===== src/rtl/wb_pkg.sv =====
// Shared definitions for the writeback stage.
// Contents:
//   - Result-select encodings driven by ResultSrcW.
//   - Default datapath and register-address widths.
package wb_pkg;

    localparam logic [1:0] RES_ALU = 2'b00;
    localparam logic [1:0] RES_MEM = 2'b01;
    localparam logic [1:0] RES_PC4 = 2'b10;
    localparam logic [1:0] RES_RSV = 2'b11;

    localparam int XLEN_DEF   = 32;
    localparam int REG_AW_DEF = 5;

endpackage


===== src/rtl/wb_late_fifo.sv =====
// Late-result buffer for divider writebacks.
// It is a DEPTH-entry synchronous FIFO. Each entry holds {rd, data, killed}.
// Ports:
//   clk_i, rst_ni      clock, asynchronous active-low reset
//   push_i             write an entry (ignored when full)
//   push_rd_i          destination register of the entry
//   push_data_i        data of the entry
//   push_killed_i      store the entry already killed
//   pop_i              drop the head entry (ignored when empty)
//   kill_en_i          mark every stored entry whose rd matches kill_rd_i as killed
//   kill_rd_i          register compared against every stored entry
//   head_rd_o          head entry destination register
//   head_data_o        head entry data
//   head_killed_o      head entry killed flag
//   full_o, empty_o, count_o   occupancy
module wb_late_fifo
    import wb_pkg::*;
#(
    parameter int XLEN   = XLEN_DEF,
    parameter int REG_AW = REG_AW_DEF,
    parameter int DEPTH  = 4
) (
    input  logic                       clk_i,
    input  logic                       rst_ni,
    input  logic                       push_i,
    input  logic [REG_AW-1:0]          push_rd_i,
    input  logic [XLEN-1:0]            push_data_i,
    input  logic                       push_killed_i,
    input  logic                       pop_i,
    input  logic                       kill_en_i,
    input  logic [REG_AW-1:0]          kill_rd_i,
    output logic [REG_AW-1:0]          head_rd_o,
    output logic [XLEN-1:0]            head_data_o,
    output logic                       head_killed_o,
    output logic                       full_o,
    output logic                       empty_o,
    output logic [$clog2(DEPTH):0]     count_o
);

    localparam int PW = $clog2(DEPTH);
    localparam int CW = PW + 1;

    logic [REG_AW-1:0] rd_mem   [DEPTH];
    logic [XLEN-1:0]   data_mem [DEPTH];
    logic [DEPTH-1:0]  kill_q;

    logic [PW-1:0] rptr_q, wptr_q;
    logic [CW-1:0] count_q, count_d;
    logic          do_push, do_pop;

    assign full_o  = (count_q == CW'(DEPTH));
    assign empty_o = (count_q == '0);
    assign count_o = count_q;

    assign do_push = push_i & ~full_o;
    assign do_pop  = pop_i & ~empty_o;

    assign head_rd_o     = rd_mem[rptr_q];
    assign head_data_o   = data_mem[rptr_q];
    assign head_killed_o = kill_q[rptr_q];

    always_comb begin
        count_d = count_q;
        case ({do_push, do_pop})
            2'b10:   count_d = count_q + 1'b1;
            2'b01:   count_d = count_q - 1'b1;
            default: count_d = count_q;
        endcase
    end

    // Storage needs no reset: occupancy alone decides which slots are live.
    // The push is written after the kill loop so that it overrides the kill.
    // The killed state of a new entry comes from push_killed_i alone.
    always_ff @(posedge clk_i) begin
        for (int i = 0; i < DEPTH; i++) begin
            if (kill_en_i && (rd_mem[i] == kill_rd_i)) begin
                kill_q[i] <= 1'b1;
            end
        end
        if (do_push) begin
            rd_mem[wptr_q]   <= push_rd_i;
            data_mem[wptr_q] <= push_data_i;
            kill_q[wptr_q]   <= push_killed_i;
        end
    end

    // DEPTH is a power of two, so the pointers wrap on their own.
    always_ff @(posedge clk_i or negedge rst_ni) begin
        if (!rst_ni) begin
            rptr_q  <= '0;
            wptr_q  <= '0;
            count_q <= '0;
        end else begin
            if (do_push) wptr_q <= wptr_q + 1'b1;
            if (do_pop)  rptr_q <= rptr_q + 1'b1;
            count_q <= count_d;
        end
    end

endmodule


===== src/rtl/wb_arbiter_stage.sv =====
// Writeback stage of the RV32IM pipeline.
// It selects the in-order W-stage result and drives the register-file write port.
// Late divider results go through a small buffer and use the write port only
// when the pipeline does not need it.
// It also counts retired instructions and keeps a sticky flag for the reserved
// result-select encoding.
// Ports:
//   clk, rst (async, active-low)
//   ValidW, RegWriteW, RdW, ResultSrcW                 W-stage control
//   ALU_ResultW, ReadDataW, PCPlus4W                   W-stage candidate results
//   div_valid, div_rd, div_data                        divider offer
//   div_ready                                          divider handshake back
//   ResultW                                            selected result (forwarding)
//   rf_we, rf_addr, rf_wdata                           register-file write port
//   wb_pending, instret, err_src                       status
// Handshake: a divider result transfers on a rising edge where div_valid and
// div_ready are both high. div_ready never depends on div_valid.
module wb_arbiter_stage
    import wb_pkg::*;
#(
    parameter int XLEN   = 32,
    parameter int REG_AW = 5,
    parameter int DEPTH  = 4,
    parameter int CNT_W  = 64
) (
    input  logic              clk,
    input  logic              rst,
    input  logic              ValidW,
    input  logic              RegWriteW,
    input  logic [REG_AW-1:0] RdW,
    input  logic [1:0]        ResultSrcW,
    input  logic [XLEN-1:0]   ALU_ResultW,
    input  logic [XLEN-1:0]   ReadDataW,
    input  logic [XLEN-1:0]   PCPlus4W,
    input  logic              div_valid,
    input  logic [REG_AW-1:0] div_rd,
    input  logic [XLEN-1:0]   div_data,
    output logic              div_ready,
    output logic [XLEN-1:0]   ResultW,
    output logic              rf_we,
    output logic [REG_AW-1:0] rf_addr,
    output logic [XLEN-1:0]   rf_wdata,
    output logic              wb_pending,
    output logic [CNT_W-1:0]  instret,
    output logic              err_src
);

    logic              pipe_wr;
    logic              push, pop, push_killed;
    logic [REG_AW-1:0] head_rd;
    logic [XLEN-1:0]   head_data;
    logic              head_killed, full, empty;
    logic [$clog2(DEPTH):0] count;

    logic              alive_q;
    logic [CNT_W-1:0]  instret_q;
    logic              err_q;

    always_comb begin
        ResultW = '0;
        case (ResultSrcW)
            RES_ALU: ResultW = ALU_ResultW;
            RES_MEM: ResultW = ReadDataW;
            RES_PC4: ResultW = PCPlus4W;
            default: ResultW = '0;
        endcase
    end

    assign pipe_wr = ValidW & RegWriteW & (RdW != '0);

    // The pipeline always has priority. A killed head is dropped even while
    // the pipeline writes, so stale entries do not block the buffer.
    assign pop = ~empty & (head_killed | ~pipe_wr);

    // rf_we is forced low through rst itself, so it drops as soon as reset is
    // asserted and does not wait for a clock edge.
    assign rf_we    = rst & (pipe_wr | (~empty & ~head_killed));
    assign rf_addr  = pipe_wr ? RdW : head_rd;
    assign rf_wdata = pipe_wr ? ResultW : head_data;

    // alive_q holds div_ready low until the first edge after reset is released.
    assign div_ready   = alive_q & ~full;
    assign push        = div_valid & div_ready;
    // A divider result aimed at the register the pipeline writes in the same
    // cycle is the older value, so it is stored already killed.
    assign push_killed = (div_rd == '0) | (pipe_wr & (div_rd == RdW));

    assign wb_pending = (count != '0);
    assign instret    = instret_q;
    assign err_src    = err_q;

    wb_late_fifo #(
        .XLEN   (XLEN),
        .REG_AW (REG_AW),
        .DEPTH  (DEPTH)
    ) u_fifo (
        .clk_i         (clk),
        .rst_ni        (rst),
        .push_i        (push),
        .push_rd_i     (div_rd),
        .push_data_i   (div_data),
        .push_killed_i (push_killed),
        .pop_i         (pop),
        .kill_en_i     (pipe_wr),
        .kill_rd_i     (RdW),
        .head_rd_o     (head_rd),
        .head_data_o   (head_data),
        .head_killed_o (head_killed),
        .full_o        (full),
        .empty_o       (empty),
        .count_o       (count)
    );

    always_ff @(posedge clk or negedge rst) begin
        if (!rst) begin
            alive_q   <= 1'b0;
            instret_q <= '0;
            err_q     <= 1'b0;
        end else begin
            alive_q <= 1'b1;
            if (ValidW) instret_q <= instret_q + 1'b1;
            if (ValidW && (ResultSrcW == RES_RSV)) err_q <= 1'b1;
        end
    end

endmodule


===== config.mk =====
export PLATFORM = sky130hd
export DESIGN_NAME = wb_arbiter_stage
export DESIGN_NICKNAME = d
export VERILOG_FILES = /design/src/rtl/wb_pkg.sv /design/src/rtl/wb_late_fifo.sv /design/src/rtl/wb_arbiter_stage.sv
export SDC_FILE = /design/constraint.sdc
export NUM_CORES = 1
export LEC_CHECK = 0
export CAP_MARGIN = 20
export CORE_UTILIZATION = 23
export CTS_BUF_LIST = sky130_fd_sc_hd__clkbuf_4 sky130_fd_sc_hd__clkbuf_8 sky130_fd_sc_hd__clkbuf_16
export CTS_CLUSTER_DIAMETER = 60
export DETAILED_ROUTE_END_ITERATION = 6
export RECOVER_POWER = 50
export REMOVE_ABC_BUFFERS = 1
export SYNTH_ARGS = -nofsm -noshare
export SYNTH_HDL_FRONTEND = slang
export SYNTH_SLANG_ARGS = --single-unit
export TNS_END_PERCENT = 20

===== constraint.sdc =====
create_clock -name clk -period 2.39 [get_ports clk]
set_clock_uncertainty 0.1 [all_clocks]
set_input_delay 0.3585 -clock clk [delete_from_list [all_inputs] [get_ports clk]]
set_output_delay 0.3585 -clock clk [all_outputs]
set_load 0.05 [all_outputs]

==> results of run 1 <==
## final cells by class
type                    instances  area, um^2
repair buffers                396        4683
flip-flops and latches        225        6354
inverters                      11       41.29
fillers                      4225       27730
clock buffers                  37       804.5
multi-input cells             467        4056
diodes                          5       12.51
well taps                     592       740.7
clock inverters                14       188.9
## power groups by stage
stage / Sequential, mW / Clock [mW] / Combinational, mW
2_1_floorplan: 5.31 / 0 / 2.95
3_3_place_gp: 4.92 / 0 / 6.39
3_5_place_dp: 4.95 / 0 / 6.41
4_1_cts: 4.86 / 4.57 / 7.04
5_1_grt: 4.90 / 4.75 / 7.20
6_report: 4.85 / 4.43 / 6.89
## worst max-delay path by stage
stage	start	cells past startpoint	to	slack (ns)
after floorplan	u_fifo.rptr_q[0]$_DFFE_PN0P_	7	u_fifo.count_o[2]$_DFFE_PN0P_	-1.05
final	u_fifo.rptr_q[0]$_DFFE_PN0P_	5	rf_wdata[0]	-0.28
after global routing	u_fifo.rptr_q[0]$_DFFE_PN0P_	5	rf_wdata[0]	-0.36
after detailed placement	RdW[1]	6	rf_wdata[16]	-0.52
after CTS	u_fifo.rptr_q[0]$_DFFE_PN0P_	5	rf_wdata[0]	-0.33
after global placement	RdW[1]	6	rf_wdata[16]	-0.46
## metrics by stage
stage	power (mW)	hold WS (ns)
4_1_cts	16.46	0.07359
3_5_place_dp	11.36	0.3519
6_report	16.17	0.1059
3_3_place_gp	11.31	0.3547
5_1_grt	16.85	0.08768
2_1_floorplan	8.253	-0.03709
## registers in the layout, indices dropped and copies added (netlist names)
register and count:
u_fifo.data_mem 128, instret 64, u_fifo.wptr_q 2, u_fifo.count_o 3, u_fifo.kill_q 4, alive_q 1, u_fifo.rptr_q 2, u_fifo.rd_mem 20
err_src 1
## metal layers
layer	vias up	share of wire	global-route usage
met5	-	0	0
met1	3778	0.42	0.1739
met4	0	0.030	0.05130
met2	203	0.51	0.2384
met3	57	0.038	0.01790
li1	3561	-	-
## synth_stat cells (all sizes together), types with 2 or more instances
| master | n | share of area |
|---|---|---|
| o21ai | 34 | 0.016 |
| edfxtp | 148 | 0.42 |
| nor3 | 24 | 0.011 |
| a31oi | 4 | 0.0024 |
| buf | 16 | 0.0082 |
| mux2 | 37 | 0.040 |
| nand2 | 65 | 0.023 |
| xor2 | 56 | 0.047 |
| inv | 11 | 0.0039 |
| clkbuf | 15 | 0.0054 |
| dfxtp | 4 | 0.0076 |
| nor2 | 33 | 0.012 |
| nand4 | 28 | 0.020 |
| mux4 | 38 | 0.082 |
| nand3 | 22 | 0.011 |
| and3 | 12 | 0.0073 |
| and2 | 2 | 0.0012 |
| xnor2 | 38 | 0.032 |
| nor4 | 17 | 0.016 |
| mux2i | 36 | 0.034 |
| dfrtp | 73 | 0.17 |
| a32o | 2 | 0.0019 |
| ha | 6 | 0.0072 |
## logic make-up (layout without fill, tap and decap cells)
group | Yosys count | in the layout | share of synthesized area
compound gates | 45 | 45 | 0.02532
other cells | 1 | 6 | 0.0003580
buf+inv | 42 | 458 | 0.01756
xor+xnor | 94 | 94 | 0.07860
flops | 225 | 225 | 0.6063
simple gates | 209 | 209 | 0.1069
fa+ha+maj | 7 | 7 | 0.009078
mux | 111 | 111 | 0.1559
## placed cells by master (no fill, tap or decap), types with 3 or more instances in the layout
cell type / Yosys / layout
mux2_4: 0 / 35
buf_16: 0 / 7
edfxtp_1: 148 / 148
nor4_1: 12 / 14
clkbuf_4: 0 / 6
and3_2: 1 / 3
clkbuf_1: 15 / 8
dlygate4sd3_1: 0 / 39
nand2_1: 65 / 65
nand3_1: 20 / 20
bufinv_16: 0 / 4
clkinv_2: 0 / 3
a31oi_1: 4 / 4
dlymetal6s2s_1: 0 / 6
dlygate4sd2_1: 0 / 5
and3_1: 11 / 9
diode_2: 0 / 5
nor2_1: 33 / 33
buf_12: 0 / 82
buf_6: 1 / 8
nor3_1: 24 / 23
buf_4: 3 / 76
clkbuf_16: 0 / 29
o21ai_0: 34 / 33
xnor2_1: 38 / 38
xor2_1: 56 / 56
mux2i_1: 36 / 36
nand4_1: 24 / 26
buf_8: 0 / 3
inv_1: 11 / 11
dfxtp_1: 4 / 4
clkdlybuf4s50_1: 0 / 156
mux4_2: 38 / 38
dfrtp_1: 73 / 71
clkbuf_8: 0 / 3
ha_1: 6 / 6
## timing repair
action,4_1_cts,5_1_grt
buffers inserted,11,0
setup endpoints to repair,42,66
resized for setup,72,10
hold endpoints to repair,73,0
cloned,6,0
hold buffers,1,0
pin swaps,4,2
## worst reg2reg max path, stage by stage, from the launching register on
cell     delay (ns)
dfrtp_2        0.43
buf_6          0.14
buf_4          0.13
mux4_2         0.29
o21a_1         0.21
ha_1           0.23
fa_1           0.38
xnor2_1        0.16
nor2_1         0.07
xor2_1         0.14
==> flow_summary.toml, run 1 <==
[detailed_routing]
drt_iter0_drc = 371
final_antenna_net_count = 0
vias = 7599
dr.pass1.iters = 5
avgRoutedWirePerCell_um = 18.49
drcViolationCount = 0
routed_via_density = 4.350
drt_wl_total_mm = 32.31

[timing]
fin_setup_tns_ns = -9.681
fmax_mhz = 373.9
period_needed_ns = 2.674
max_slew.worst_pin.slew_ns = 1.031
period_share = 1.119
setup_viol = 45
finalHoldViolations = 0
slew-limit-headroom = 0.3129
worst_slack_ns = -0.2842
finalMaxSlewViolations = 0
grt_setup_unrepaired = "yes"

[power_and_ir_drop]
power_frac_clock = 0.274
net-switching-power_mw = 5.269
power_density_mw_per_mm2 = 957.9
vdd_ir_drop_max_uv = 590.1
cellLeakagePower_nw = 6.761
intPower_mw = 10.90
comb_power_share = 0.426
seq_power_share = 0.300
switching_share = 0.3259

[worst_setup_path]
cp.required_ns = 1.93
arrival_ns = 2.22
cp-end-kind = "output pin"
critical_path.cell_chain = "buf_6 -> buf_16 -> mux4_2 -> mux2_4 -> buf_12"
r2r_end = "u_fifo.count_o[2]$_DFFE_PN0P_"
reg2reg_depth = 9
crit_type = "reg2out"
r2r-start = "u_fifo.rptr_q[0]$_DFFE_PN0P_"
startpoint_type = "flip-flop"
critPathMaxStageDelay_ns = 0.52
crit_family = "multiplexers"
cp_max_fo = 6
crit_buf_inv = 3
r2r_slack_ns = -0.02
slowest_stage = "mux4_2"

[outcome]
outcome = "finished with violations"
violations = "setup timing"

[die]
num_rows = 77
dieArea_mm2 = 0.04640
ioPinCount = 282
initial_core_util = 0.2348
die_y_um = 215.4
die_x_um = 215.4
coreArea_mm2 = 0.04461

[cells_and_area]
final_nets = 1281
final_area_mm2 = 0.01688
post-route-util = 0.3784
layout-drive-gt1-share = 0.2826
area_growth_pct = 61.16
stdcell_count = 1747

[grt]
track_usage = 0.1374
grt_max_degree = 74
grt_pass1_vias = 7895
antenna_found_initial = 5
grt_first_pass_wirelength_mm = 49.07
grt.overflow.total = 0

[synth]
synth-seq-area-share = 0.6063
ys.flop_type = "edfxtp_1"
synth_edf_count = 148
ys.warnings.count = 0
yosysUniqueCellTypes = 45
synth_area_mm2 = 0.01048
ys_seq_elements = 225
async_flop_share = 0.3244
syn_area_per_cell_um2 = 14.27
syn_inst = 734

[clock_tree]
insertion_delay_ns = 0.53
htreeDepth = 1
clock_path_buffers = 3
clock_tree.root_cell = "clkbuf_16"
clk_pin_slew_ns = 0.06
cts_tree = "built"
cts_sinks = 225
cts_made_buffers = 28

[place]
place_congestion = 0.8583
hpwl_mm = 22.87
portBuffers = 281
place_inst = 1674
place_ws_ns = -0.5187
dpl_cell_area_mm2 = 0.01547

[hold_path]
min_from = "ResultSrcW[1]"
hold_depth = 2
hold_path_class = "in2reg"
holdPathEnd = "err_src$_DFFE_PN0P_"

[flow_run]
maxCapViolations = 0
Power figures use the tool's default switching activity.
==> inputs of run 2 (changes only) <==
--- a/config.mk
+++ b/config.mk
@@ -12,6 +12,7 @@
 export DETAILED_ROUTE_END_ITERATION = 6
 export RECOVER_POWER = 50
 export REMOVE_ABC_BUFFERS = 1
+export SLEW_MARGIN = 20
 export SYNTH_ARGS = -nofsm -noshare
 export SYNTH_HDL_FRONTEND = slang
 export SYNTH_SLANG_ARGS = --single-unit
==> results of run 2 <==
Final layout, timing and power as in run 1 (identical DEF).
